## src/rtl/mac_rx.sv

```systemverilog
`default_nettype none
// ============================================================================
// Module   : mac_rx
// Purpose  : GMII receiver that accepts Ethernet/IPv4/UDP frames addressed to
//            this node and streams the UDP payload out, one byte per beat.
// Revision : 1.0 - initial release
// ============================================================================
module mac_rx #(
    parameter string CHECK_CRC = "TRUE"
) (
    input  logic        clk,
    input  logic        reset,
    input  logic        rx_dv,
    input  logic        rx_er,
    input  logic [7:0]  rxd,
    input  logic [47:0] local_mac,
    input  logic [31:0] local_ip,
    input  logic [15:0] local_port,
    output logic [7:0]  m_axis_tdata,
    output logic        m_axis_tvalid,
    output logic        m_axis_tlast,
    output logic        m_axis_tuser,
    output logic [31:0] rx_src_ip,
    output logic [15:0] rx_src_port,
    output logic [15:0] rx_len,
    output logic        frame_ok,
    output logic        frame_err
);

    localparam bit          c_CRC_EN      = (CHECK_CRC != "FALSE");
    localparam logic [31:0] c_CRC_POLY    = 32'hEDB8_8320;
    localparam logic [31:0] c_CRC_RESIDUE = 32'hDEBB_20E3;

    typedef enum logic [2:0] {
        S_IDLE     = 3'd0,
        S_PREAMBLE = 3'd1,
        S_ETH_HDR  = 3'd2,
        S_IP_HDR   = 3'd3,
        S_UDP_HDR  = 3'd4,
        S_PAYLOAD  = 3'd5,
        S_TAIL     = 3'd6,
        S_DROP     = 3'd7
    } state_t;

    function automatic logic [31:0] crc_step(input logic [31:0] crc, input logic [7:0] data);
        logic [31:0] c;
        c = crc;
        for (int i = 0; i < 8; i++) begin
            c = (c >> 1) ^ (c_CRC_POLY & {32{c[0] ^ data[i]}});
        end
        return c;
    endfunction

    state_t      state_q, state_d;
    logic [15:0] cnt_q, cnt_d;
    logic [31:0] crc_q, crc_d;
    logic        ucast_q, ucast_d;
    logic        bcast_q, bcast_d;
    logic        acc_q, acc_d;
    logic [31:0] sip_q, sip_d;
    logic [15:0] sport_q, sport_d;
    logic [7:0]  lenhi_q, lenhi_d;
    logic [15:0] plen_q, plen_d;
    logic [7:0]  tdata_q, tdata_d;
    logic        tvalid_q, tvalid_d;
    logic        tlast_q, tlast_d;
    logic        tuser_q, tuser_d;
    logic [31:0] src_ip_q, src_ip_d;
    logic [15:0] src_port_q, src_port_d;
    logic [15:0] len_q, len_d;
    logic        ok_q, ok_d;
    logic        err_q, err_d;

    // Byte of local_mac / local_ip that lines up with the header byte on rxd.
    logic [47:0] w_mac_sh;
    logic [31:0] w_ip_sh;
    logic [7:0]  w_mac_byte;
    logic [7:0]  w_ip_byte;
    logic        w_ucast_now;
    logic        w_bcast_now;
    logic [15:0] w_udp_len;
    logic [31:0] w_crc_next;
    logic        w_last_beat;
    logic        w_crc_good;

    assign w_mac_sh    = local_mac << {cnt_q[2:0], 3'b000};
    assign w_ip_sh     = local_ip << {cnt_q[1:0], 3'b000};
    assign w_mac_byte  = w_mac_sh[47:40];
    assign w_ip_byte   = w_ip_sh[31:24];
    assign w_ucast_now = ucast_q && (rxd == w_mac_byte);
    assign w_bcast_now = bcast_q && (rxd == 8'hFF);
    assign w_udp_len   = {lenhi_q, rxd};
    assign w_crc_next  = crc_step(crc_q, rxd);
    assign w_last_beat = (cnt_q == plen_q - 16'd1);
    assign w_crc_good  = !c_CRC_EN || (crc_q == c_CRC_RESIDUE);

    always_comb begin
        state_d    = state_q;
        cnt_d      = cnt_q;
        crc_d      = crc_q;
        ucast_d    = ucast_q;
        bcast_d    = bcast_q;
        acc_d      = acc_q;
        sip_d      = sip_q;
        sport_d    = sport_q;
        lenhi_d    = lenhi_q;
        plen_d     = plen_q;
        tdata_d    = tdata_q;
        tvalid_d   = 1'b0;
        tlast_d    = 1'b0;
        tuser_d    = 1'b0;
        src_ip_d   = src_ip_q;
        src_port_d = src_port_q;
        len_d      = len_q;
        ok_d       = 1'b0;
        err_d      = 1'b0;

        case (state_q)
            S_IDLE: begin
                acc_d = 1'b0;
                if (rx_dv) begin
                    state_d = (rxd == 8'h55) ? S_PREAMBLE : S_DROP;
                end
            end
            S_PREAMBLE: begin
                if (!rx_dv) begin
                    state_d = S_IDLE;
                end else if (rx_er) begin
                    state_d = S_DROP;
                end else if (rxd == 8'hD5) begin
                    state_d = S_ETH_HDR;
                    cnt_d   = '0;
                    crc_d   = '1;
                    ucast_d = 1'b1;
                    bcast_d = 1'b1;
                end else if (rxd != 8'h55) begin
                    state_d = S_DROP;
                end
            end
            S_ETH_HDR: begin
                if (!rx_dv) begin
                    state_d = S_IDLE;
                end else if (rx_er) begin
                    state_d = S_DROP;
                end else begin
                    crc_d = w_crc_next;
                    cnt_d = cnt_q + 16'd1;
                    if (cnt_q < 16'd6) begin
                        ucast_d = w_ucast_now;
                        bcast_d = w_bcast_now;
                        if (cnt_q == 16'd5 && !w_ucast_now && !w_bcast_now) state_d = S_DROP;
                    end
                    if (cnt_q == 16'd12 && rxd != 8'h08) state_d = S_DROP;
                    if (cnt_q == 16'd13) begin
                        cnt_d   = '0;
                        state_d = (rxd == 8'h00) ? S_IP_HDR : S_DROP;
                    end
                end
            end
            S_IP_HDR: begin
                if (!rx_dv) begin
                    state_d = S_IDLE;
                end else if (rx_er) begin
                    state_d = S_DROP;
                end else begin
                    crc_d = w_crc_next;
                    cnt_d = cnt_q + 16'd1;
                    if (cnt_q == 16'd0 && rxd != 8'h45) state_d = S_DROP;
                    if (cnt_q == 16'd9 && rxd != 8'h11) state_d = S_DROP;
                    if (cnt_q >= 16'd12 && cnt_q <= 16'd15) sip_d = {sip_q[23:0], rxd};
                    if (cnt_q >= 16'd16 && rxd != w_ip_byte) state_d = S_DROP;
                    if (cnt_q == 16'd19) begin
                        cnt_d = '0;
                        if (rxd == w_ip_byte) state_d = S_UDP_HDR;
                    end
                end
            end
            S_UDP_HDR: begin
                if (!rx_dv) begin
                    state_d = S_IDLE;
                end else if (rx_er) begin
                    state_d = S_DROP;
                end else begin
                    crc_d = w_crc_next;
                    cnt_d = cnt_q + 16'd1;
                    if (cnt_q <= 16'd1) sport_d = {sport_q[7:0], rxd};
                    if (cnt_q == 16'd2 && rxd != local_port[15:8]) state_d = S_DROP;
                    if (cnt_q == 16'd3 && rxd != local_port[7:0]) state_d = S_DROP;
                    if (cnt_q == 16'd4) lenhi_d = rxd;
                    if (cnt_q == 16'd5) begin
                        plen_d = w_udp_len - 16'd8;
                        if (w_udp_len < 16'd8) state_d = S_DROP;
                    end
                    // Last header byte: every filter has passed, the frame is ours.
                    if (cnt_q == 16'd7) begin
                        acc_d      = 1'b1;
                        src_ip_d   = sip_q;
                        src_port_d = sport_q;
                        len_d      = plen_q;
                        cnt_d      = '0;
                        state_d    = (plen_q == 16'd0) ? S_TAIL : S_PAYLOAD;
                    end
                end
            end
            S_PAYLOAD: begin
                if (!rx_dv) begin
                    err_d   = 1'b1;
                    acc_d   = 1'b0;
                    state_d = S_IDLE;
                end else if (rx_er) begin
                    state_d = S_DROP;
                end else begin
                    crc_d    = w_crc_next;
                    cnt_d    = cnt_q + 16'd1;
                    tdata_d  = rxd;
                    tvalid_d = 1'b1;
                    tuser_d  = (cnt_q == 16'd0);
                    tlast_d  = w_last_beat;
                    if (w_last_beat) state_d = S_TAIL;
                end
            end
            S_TAIL: begin
                if (!rx_dv) begin
                    ok_d    = w_crc_good;
                    err_d   = !w_crc_good;
                    acc_d   = 1'b0;
                    state_d = S_IDLE;
                end else if (rx_er) begin
                    state_d = S_DROP;
                end else begin
                    crc_d = w_crc_next;
                end
            end
            S_DROP: begin
                if (!rx_dv) begin
                    err_d   = acc_q;
                    acc_d   = 1'b0;
                    state_d = S_IDLE;
                end
            end
            default: state_d = S_IDLE;
        endcase
    end

    always_ff @(posedge clk) begin
        if (reset) begin
            state_q    <= S_IDLE;
            cnt_q      <= '0;
            crc_q      <= '1;
            ucast_q    <= 1'b0;
            bcast_q    <= 1'b0;
            acc_q      <= 1'b0;
            sip_q      <= '0;
            sport_q    <= '0;
            lenhi_q    <= '0;
            plen_q     <= '0;
            tdata_q    <= '0;
            tvalid_q   <= 1'b0;
            tlast_q    <= 1'b0;
            tuser_q    <= 1'b0;
            src_ip_q   <= '0;
            src_port_q <= '0;
            len_q      <= '0;
            ok_q       <= 1'b0;
            err_q      <= 1'b0;
        end else begin
            state_q    <= state_d;
            cnt_q      <= cnt_d;
            crc_q      <= crc_d;
            ucast_q    <= ucast_d;
            bcast_q    <= bcast_d;
            acc_q      <= acc_d;
            sip_q      <= sip_d;
            sport_q    <= sport_d;
            lenhi_q    <= lenhi_d;
            plen_q     <= plen_d;
            tdata_q    <= tdata_d;
            tvalid_q   <= tvalid_d;
            tlast_q    <= tlast_d;
            tuser_q    <= tuser_d;
            src_ip_q   <= src_ip_d;
            src_port_q <= src_port_d;
            len_q      <= len_d;
            ok_q       <= ok_d;
            err_q      <= err_d;
        end
    end

    assign m_axis_tdata  = tdata_q;
    assign m_axis_tvalid = tvalid_q;
    assign m_axis_tlast  = tlast_q;
    assign m_axis_tuser  = tuser_q;
    assign rx_src_ip     = src_ip_q;
    assign rx_src_port   = src_port_q;
    assign rx_len        = len_q;
    assign frame_ok      = ok_q;
    assign frame_err     = err_q;

endmodule
`default_nettype wire

```

## config.mk

```make
export PLATFORM = sky130hd
export DESIGN_NAME = mac_rx
export DESIGN_NICKNAME = d
export VERILOG_FILES = /design/src/rtl/mac_rx.sv
export SDC_FILE = /design/constraint.sdc
export NUM_CORES = 1
export LEC_CHECK = 0
export ABC_AREA = 0
export ABC_CLOCK_PERIOD_IN_PS = 3950
export CELL_PAD_IN_SITES_DETAIL_PLACEMENT = 1
export CELL_PAD_IN_SITES_GLOBAL_PLACEMENT = 1
export CORE_ASPECT_RATIO = 0.9
export CORE_MARGIN = 2
export CORE_UTILIZATION = 40
export DETAILED_ROUTE_END_ITERATION = 10
export GPL_ROUTABILITY_DRIVEN = 0
export HOLD_SLACK_MARGIN = 0.15
export PLACE_DENSITY_LB_ADDON = 0.1
export SYNTH_ARGS = -nofsm -noshare
export SYNTH_HDL_FRONTEND = slang
export SYNTH_SLANG_ARGS = --single-unit
```

## constraint.sdc

```tcl
create_clock -name clk -period 3.95 [get_ports clk]
set_clock_uncertainty 0.2 [all_clocks]
set_input_delay 1.185 -clock clk [delete_from_list [all_inputs] [get_ports clk]]
set_output_delay 1.185 -clock clk [all_outputs]
set_load 0.01 [all_outputs]
```

==> flow_metrics.env, run 1 <==
export IMPL_place_area_sq_um=12900
export IMPL_cts_htree_levels=1
export IMPL_setup_viol=0
export IMPL_syn_inst=1299
export IMPL_p_sw_share_pct=30.0
export IMPL_outcome="finished clean"
export IMPL_min_path_type="flop to flop"
export IMPL_rsz0062_at_grt="no"
export IMPL_yosys_register_bits=203
export IMPL_hold_path_cell_count=2
export IMPL_synth_top_family_by_area="simple AND/OR/NAND/NOR gates"
export IMPL_synth_avg_cell_area_sq_um=8.17
export IMPL_post_cts_buffers=0
export IMPL_drtIter0Drc=500
export IMPL_clk_path_buf_depth=3
export IMPL_hpwlAfterDp_um=25000
export IMPL_start_util_pct=40.7
export IMPL_synth_seq_area_share_pct=38.3
export IMPL_max_freq_ghz=0.289
export IMPL_yosys_warnings=0
export IMPL_cts_sinks=203
export IMPL_p_int_uw=4050
export IMPL_layout_drive_gt1_share_pct=8.70
export IMPL_power_density_nw_per_um2=423
export IMPL_synth_compound_area_share_pct=12.7
export IMPL_antenna_found_initial=0
export IMPL_synth_top_flop_cell="dfxtp_1"
export IMPL_grt_max_degree=143
export IMPL_critPathRequiredTime_ns=4.15
export IMPL_grt_pass1_wl_um=54500
export IMPL_reg2reg_depth=8
export IMPL_crit_fanout=10
export IMPL_leakage_uw=0.00482
export IMPL_grt_pass1_vias=9999
export IMPL_num_io_pins=185
export IMPL_period_share_pct=87.5
export IMPL_fin_tns_setup_ns=0
export IMPL_clkPwrFrac_pct=36.5
export IMPL_first_pass_iters=4
export IMPL_ctsHoldBuffers=0
export IMPL_slowest_delay_ns=0.91
export IMPL_io_buffers=184
export IMPL_p_comb_share_pct=24.9
export IMPL_cp_start_kind="flop"
export IMPL_wl_um=34300
export IMPL_area_delta_synth_final_pct=28.8
export IMPL_post_cts_resized=0
export IMPL_grt_util_all_layers_pct=24.4
export IMPL_sequentialPowerShare_pct=38.6
export IMPL_diodes=0
export IMPL_slew_violations=0
export IMPL_clkLatencyLatePin_ns=0.52
export IMPL_yosysUniqueCellTypes=73
export IMPL_cp_arrival_ns=3.65
export IMPL_hold_viol=0
export IMPL_synth_edff_count=0
export IMPL_final_area_sq_um=13700
export IMPL_clockRootBuffer="clkbuf_16"
export IMPL_nets=1582
export IMPL_slowest_stage="nor4_1"
export IMPL_cts_tree="done"
export IMPL_wl_per_cell_um=18.7
export IMPL_fin_crit_ns=3.45
export IMPL_chipWidth_um=176
export IMPL_die_h_um=159
export IMPL_die_area_sq_um=27800
export IMPL_ir_drop_v=0.000270
export IMPL_core_rowCount=56
export IMPL_cp_cell_sequence="nor4_1 > nand4_1 > xnor2_1 > o211ai_1 > a2111oi_2 > nor2_1 > o31ai_1 > a2bb2oi_1"
export IMPL_viasPerCell=5.37
export IMPL_path_clk_slew_ns=0.06
export IMPL_core_area_sq_um=26100
export IMPL_gr_total_overflow=0
export IMPL_worstMarginPinSlew_ns=1.08
export IMPL_ys_async_sr_fraction_pct=0
export IMPL_worstSetupPathType="flop to flop"
export IMPL_relSlewSlack_pct=27.6
export IMPL_hold_slack_ns=0.250
export IMPL_vias=9830
export IMPL_syn_num_nets=1414
export IMPL_ant_nets=0
export IMPL_synth_simple_area_share_pct=24.0
export IMPL_cts_made_buffers=23
export IMPL_totalPowerFinal_uw=5780
export IMPL_maxCapViolations=0
export IMPL_netlist_area_sq_um=10600
export IMPL_crit_path_end_kind="flop"
export IMPL_drc=0
export IMPL_yosys_area_share_adder_pct=0.826
export IMPL_synth_mux_area_fraction_pct=7.17
export IMPL_synth_xor_area_share_pct=12.0
export IMPL_p_switching_uw=1740
## cell usage after synthesis, types with 3 or more instances
cell	instances	share of area, %
a211oi_1	17	1.2
a21o_1	4	0.28
a21oi_1	118	5.6
a31oi_1	6	0.35
and2_1	6	0.35
and3_1	9	0.53
and3b_1	3	0.25
buf_1	6	0.21
buf_2	22	1.0
buf_4	3	0.21
buf_6	8	0.85
clkbuf_1	61	2.2
dfxtp_1	203	38
ha_1	7	0.83
inv_1	11	0.39
mux2i_1	49	4.6
mux4_2	12	2.5
nand2_1	270	9.6
nand2b_1	6	0.35
nand3_1	35	1.7
nand4_1	18	1.1
nand4b_1	4	0.33
nor2_1	95	3.4
nor2b_1	10	0.59
nor3_1	27	1.3
nor3b_1	8	0.57
nor4_1	15	0.88
o211ai_1	8	0.57
o21ai_0	29	1.4
o22ai_1	21	1.2
or3_1	6	0.35
or4_1	5	0.35
or4_4	3	0.32
xnor2_1	101	8.3
xor2_1	41	3.4
## power groups by stage
stage	Clock [uW]	Sequential [uW]	Combinational, uW
after floorplan	0	2210	1000
after global placement	0	2270	1400
after detailed placement	0	2270	1430
after CTS	2170	2230	1440
after global routing	2250	2240	1560
final	2110	2230	1440
## final cells by class
cell class | count | area [sq um]
clock inverter | 5 | 90.1
fill | 3119 | 12400
inverter | 13 | 48.8
tap | 348 | 435
timing repair buffer | 244 | 2340
clock buffer | 36 | 644
multi-input combinational | 982 | 6040
sequential | 203 | 4070
## per-layer routing
layer  GRT usage, %  wire length (um)
met1           32.6             16000
met2           42.2             16200
met3           4.06              1720
met4           4.25               424
met5              0                 0
## cells by family after synthesis
| family | Yosys count |
|---|---|
| simple gates | 542 |
| buf+inv | 114 |
| fa+ha+maj | 7 |
| xor+xnor | 144 |
| compound gates | 228 |
| mux | 61 |
| flops | 203 |
## final timing paths
kind,startpoint,endpoint,slack (ns)
worst max-delay path,plen_q[4],state_q[2],0.50
worst min-delay path,rx_len[11],rx_len[11],0.25
worst max register to register,plen_q[4],state_q[2],0.50
worst min register to register,rx_len[11],rx_len[11],0.25
## flip-flops by register name (all words and copies together) (netlist names), 8 cells and up
| register | count |
|---|---|
| cnt_q | 16 |
| crc_q | 32 |
| m_axis_tdata | 8 |
| rx_len | 16 |
| plen_q | 16 |
| rx_src_port | 16 |
| rx_src_ip | 32 |
| sip_q | 32 |
| lenhi_q | 8 |
| sport_q | 16 |
## through the flow
| stage | util [%] | cells | worst slack (ns) |
|---|---|---|---|
| after floorplan | - | 1299 | 0.590 |
| after global placement | 49.6 | 1790 | 0.0997 |
| after CTS | 52.4 | 1831 | 0.506 |
| after detailed placement | 49.6 | 1790 | -0.0122 |
| after global routing | 52.4 | 1831 | 0.263 |
| final | 52.4 | 1831 | 0.495 |
## critical path, delay by kind of cell, from the launching register on
family / cells / cell delay [ns]
AOI/OAI and AO/OA: 4 / 1.12
xor gates and xnor gates: 1 / 0.20
and+or+nand+nor: 3 / 1.38
DFF: 1 / 0.42
## placed cells by master, fill, tap and decap left out, types with 18 or more instances in the layout
cell type,n
nor3_1,25
a21oi_1,118
o22ai_1,21
mux2i_1,49
xnor2_1,101
nand4_1,18
clkbuf_16,23
dfxtp_1,202
buf_4,57
nand2_1,270
o21ai_0,29
clkdlybuf4s50_1,183
xor2_1,41
nand3_1,34
nor2_1,95
(Power assumes the default switching activity.)
==> inputs of run 2 (changes only) <==
--- a/config.mk
+++ b/config.mk
@@ -5,7 +5,6 @@
 export SDC_FILE = /design/constraint.sdc
 export NUM_CORES = 1
 export LEC_CHECK = 0
-export ABC_AREA = 0
 export ABC_CLOCK_PERIOD_IN_PS = 3950
 export CELL_PAD_IN_SITES_DETAIL_PLACEMENT = 1
 export CELL_PAD_IN_SITES_GLOBAL_PLACEMENT = 1
@@ -16,6 +15,8 @@
 export GPL_ROUTABILITY_DRIVEN = 0
 export HOLD_SLACK_MARGIN = 0.15
 export PLACE_DENSITY_LB_ADDON = 0.1
+export RECOVER_POWER = 50
+export SKIP_LAST_GASP = 1
 export SYNTH_ARGS = -nofsm -noshare
 export SYNTH_HDL_FRONTEND = slang
 export SYNTH_SLANG_ARGS = --single-unit
==> run 2 against run 1 <==
- via count is 0.46% lower
- hold slack worse by 0.0035 ns
- first-iteration DRC count is 4.0% higher
- sequential power hardly changed
- setup slack worse by 0.099 ns
- non-clock buffer count stayed put
- wire length is 0.20% lower
- flip-flop and latch count stayed put
==> flow_metrics.env, run 2 (same netlist as run 1, synthesis figures left out) <==
export IMPL_cts_htree_levels=1
export IMPL_slowest_delay_ns=0.71
export IMPL_diodes=0
export IMPL_drc=0
export IMPL_path_clk_slew_ns=0.06
export IMPL_met3_usage_pct=4.06
export IMPL_rsz0062_at_grt="no"
export IMPL_min_path_type="flop to flop"
export IMPL_wl_per_cell_um=18.7
export IMPL_hpwlAfterDp_um=25000
export IMPL_setup_viol=0
export IMPL_worstReg2RegStart="cnt_q[11]"
export IMPL_multiInputGateArea_sq_um=6040
export IMPL_slew_violations=0
export IMPL_leakage_uw=0.00508
export IMPL_grt_max_degree=143
export IMPL_core_area_sq_um=26100
export IMPL_met2_usage_pct=42.2
export IMPL_worstHoldStart="rx_len[2]"
export IMPL_gr_total_overflow=0
export IMPL_cpLargestDelayFamily="buffers and inverters"
export IMPL_ctsHoldBuffers=0
export IMPL_final_core_util_pct=52.3
export IMPL_hold_path_cell_count=2
export IMPL_worstMarginPinSlew_ns=1.05
export IMPL_start_util_pct=40.7
export IMPL_stdcell_count=1831
export IMPL_chipWidth_um=176
export IMPL_met1_usage_pct=32.6
export IMPL_slowest_stage="dlygate4sd3_1"
export IMPL_cp_cell_sequence="dlygate4sd3_1 > inv_1 > nand2_1 > clkbuf_1 > nor2_1 > o211ai_1 > clkbuf_2 > mux2i_1 > nor2_1"
export IMPL_core_rowCount=56
export IMPL_cts_made_buffers=23
export IMPL_cp_start_kind="input port"
export IMPL_maxCapViolations=0
export IMPL_cts_sinks=203
export IMPL_wl_um=34200
export IMPL_r2r_slack_ns=0.42
export IMPL_max_freq_ghz=0.281
export IMPL_cts_tree="done"
export IMPL_fin_crit_ns=3.55
export IMPL_dp_cells=1790
export IMPL_nets=1582
export IMPL_outcome="finished clean"
export IMPL_num_io_pins=185
export IMPL_layout_commonest_cell="nand2_1"
export IMPL_seq_area_sq_um=4070
export IMPL_grt_pass1_wl_um=54500
export IMPL_io_buffers=184
export IMPL_drtIter0Drc=520
export IMPL_cp_arrival_ns=3.74
export IMPL_first_pass_iters=4
export IMPL_ir_drop_v=0.000270
export IMPL_rr_endpoint="rx_len[14]"
export IMPL_hold_slack_ns=0.247
export IMPL_layout_drive_gt1_share_pct=8.43
export IMPL_vias=9785
export IMPL_reg2reg_depth=8
export IMPL_busiest_layer="met2"
export IMPL_grt_util_all_layers_pct=24.4
export IMPL_clockRootBuffer="clkbuf_16"
export IMPL_hold_viol=0
export IMPL_fillCellCount=3121
export IMPL_crit_path_end_kind="flop"
export IMPL_ant_nets=0
export IMPL_grt_pass1_vias=9999
export IMPL_die_area_sq_um=27800
export IMPL_hold_path_end="rx_len[2]"
export IMPL_relSlewSlack_pct=29.2
export IMPL_die_h_um=159
export IMPL_power_density_nw_per_um2=424
export IMPL_final_cell_mix="nand2_1, dfxtp_1, a21oi_1"
export IMPL_period_share_pct=90.0
export IMPL_worstSetupPathType="input port to flop"
export IMPL_path_buf_inv=4
export IMPL_post_cts_buffers=0
export IMPL_viasPerCell=5.34
export IMPL_crit_fanout=18
export IMPL_critPathRequiredTime_ns=4.14
export IMPL_antenna_found_initial=0
export IMPL_cpMostUsedCell="nor2_1"
export IMPL_post_cts_resized=0
export IMPL_fin_tns_setup_ns=0
export IMPL_clk_path_buf_depth=3
export IMPL_totalPowerFinal_uw=5780
export IMPL_area_delta_synth_final_pct=28.5
export IMPL_clkLatencyLatePin_ns=0.53
run 2: changes by cell type in the layout (fill, tap and decap cells not counted), sizes merged:
cell	delta
buf	-6
clkbuf	+6
dlygate4sd3	+79
clkdlybuf4s50	-79
run 2: metrics by stage:
stage                     setup WS [ns]  cell area (sq um)
after CTS                         0.506              13700
after floorplan                   0.590              10600
final                             0.396              13600
after global routing              0.248              13600
after global placement           0.0997              12900
after detailed placement        -0.0122              12900
run 2: how the worst max path moves through the flow:
stage          depth (start not counted)           from     endpoint
3_3_place_gp                           9  local_mac[37]   state_q[2]
5_1_grt                                8      cnt_q[11]   rx_len[14]
6_report                               9          rx_er  sport_q[15]
4_1_cts                                9         rxd[1]    cnt_q[13]
2_1_floorplan                          9         rxd[1]    cnt_q[14]
3_5_place_dp                           9         rxd[1]    cnt_q[13]
run 2: worst register-to-register path: stages (launching register included):
cell	delay, ns
dfxtp_1	0.41
or4_1	0.71
or2_0	0.31
nor3b_1	0.41
nand2_2	0.16
nor3_4	0.17
clkbuf_4	0.61
nand2_1	0.28
a21oi_1	0.19
run 2: cell type report:
type                       instances  share of cell area [%]
multi-input combinational        982                    44.3
sequential                       203                    29.8
timing repair buffer             244                    17.0
clock buffer                      36                    4.73
tap                              348                    3.19
clock inverter                     5                   0.661
inverter                          13                   0.358
run 2: metal layers:
| layer | wire length [um] | part of all wire (%) | vias up |
|---|---|---|---|
| met3 | 1690 | 4.9 | 30 |
| met2 | 16100 | 47 | 237 |
| li1 | - | - | 4789 |
| met4 | 368 | 1.1 | 0 |
| met1 | 16100 | 47 | 4729 |
| met5 | 0 | 0 | - |
run 2: where the power goes:
group,switching (uW),total [uW],internal (uW)
Combinational,763,1440,674
Sequential,115,2230,2120
Clock,859,2110,1260
Total,1740,5780,4050
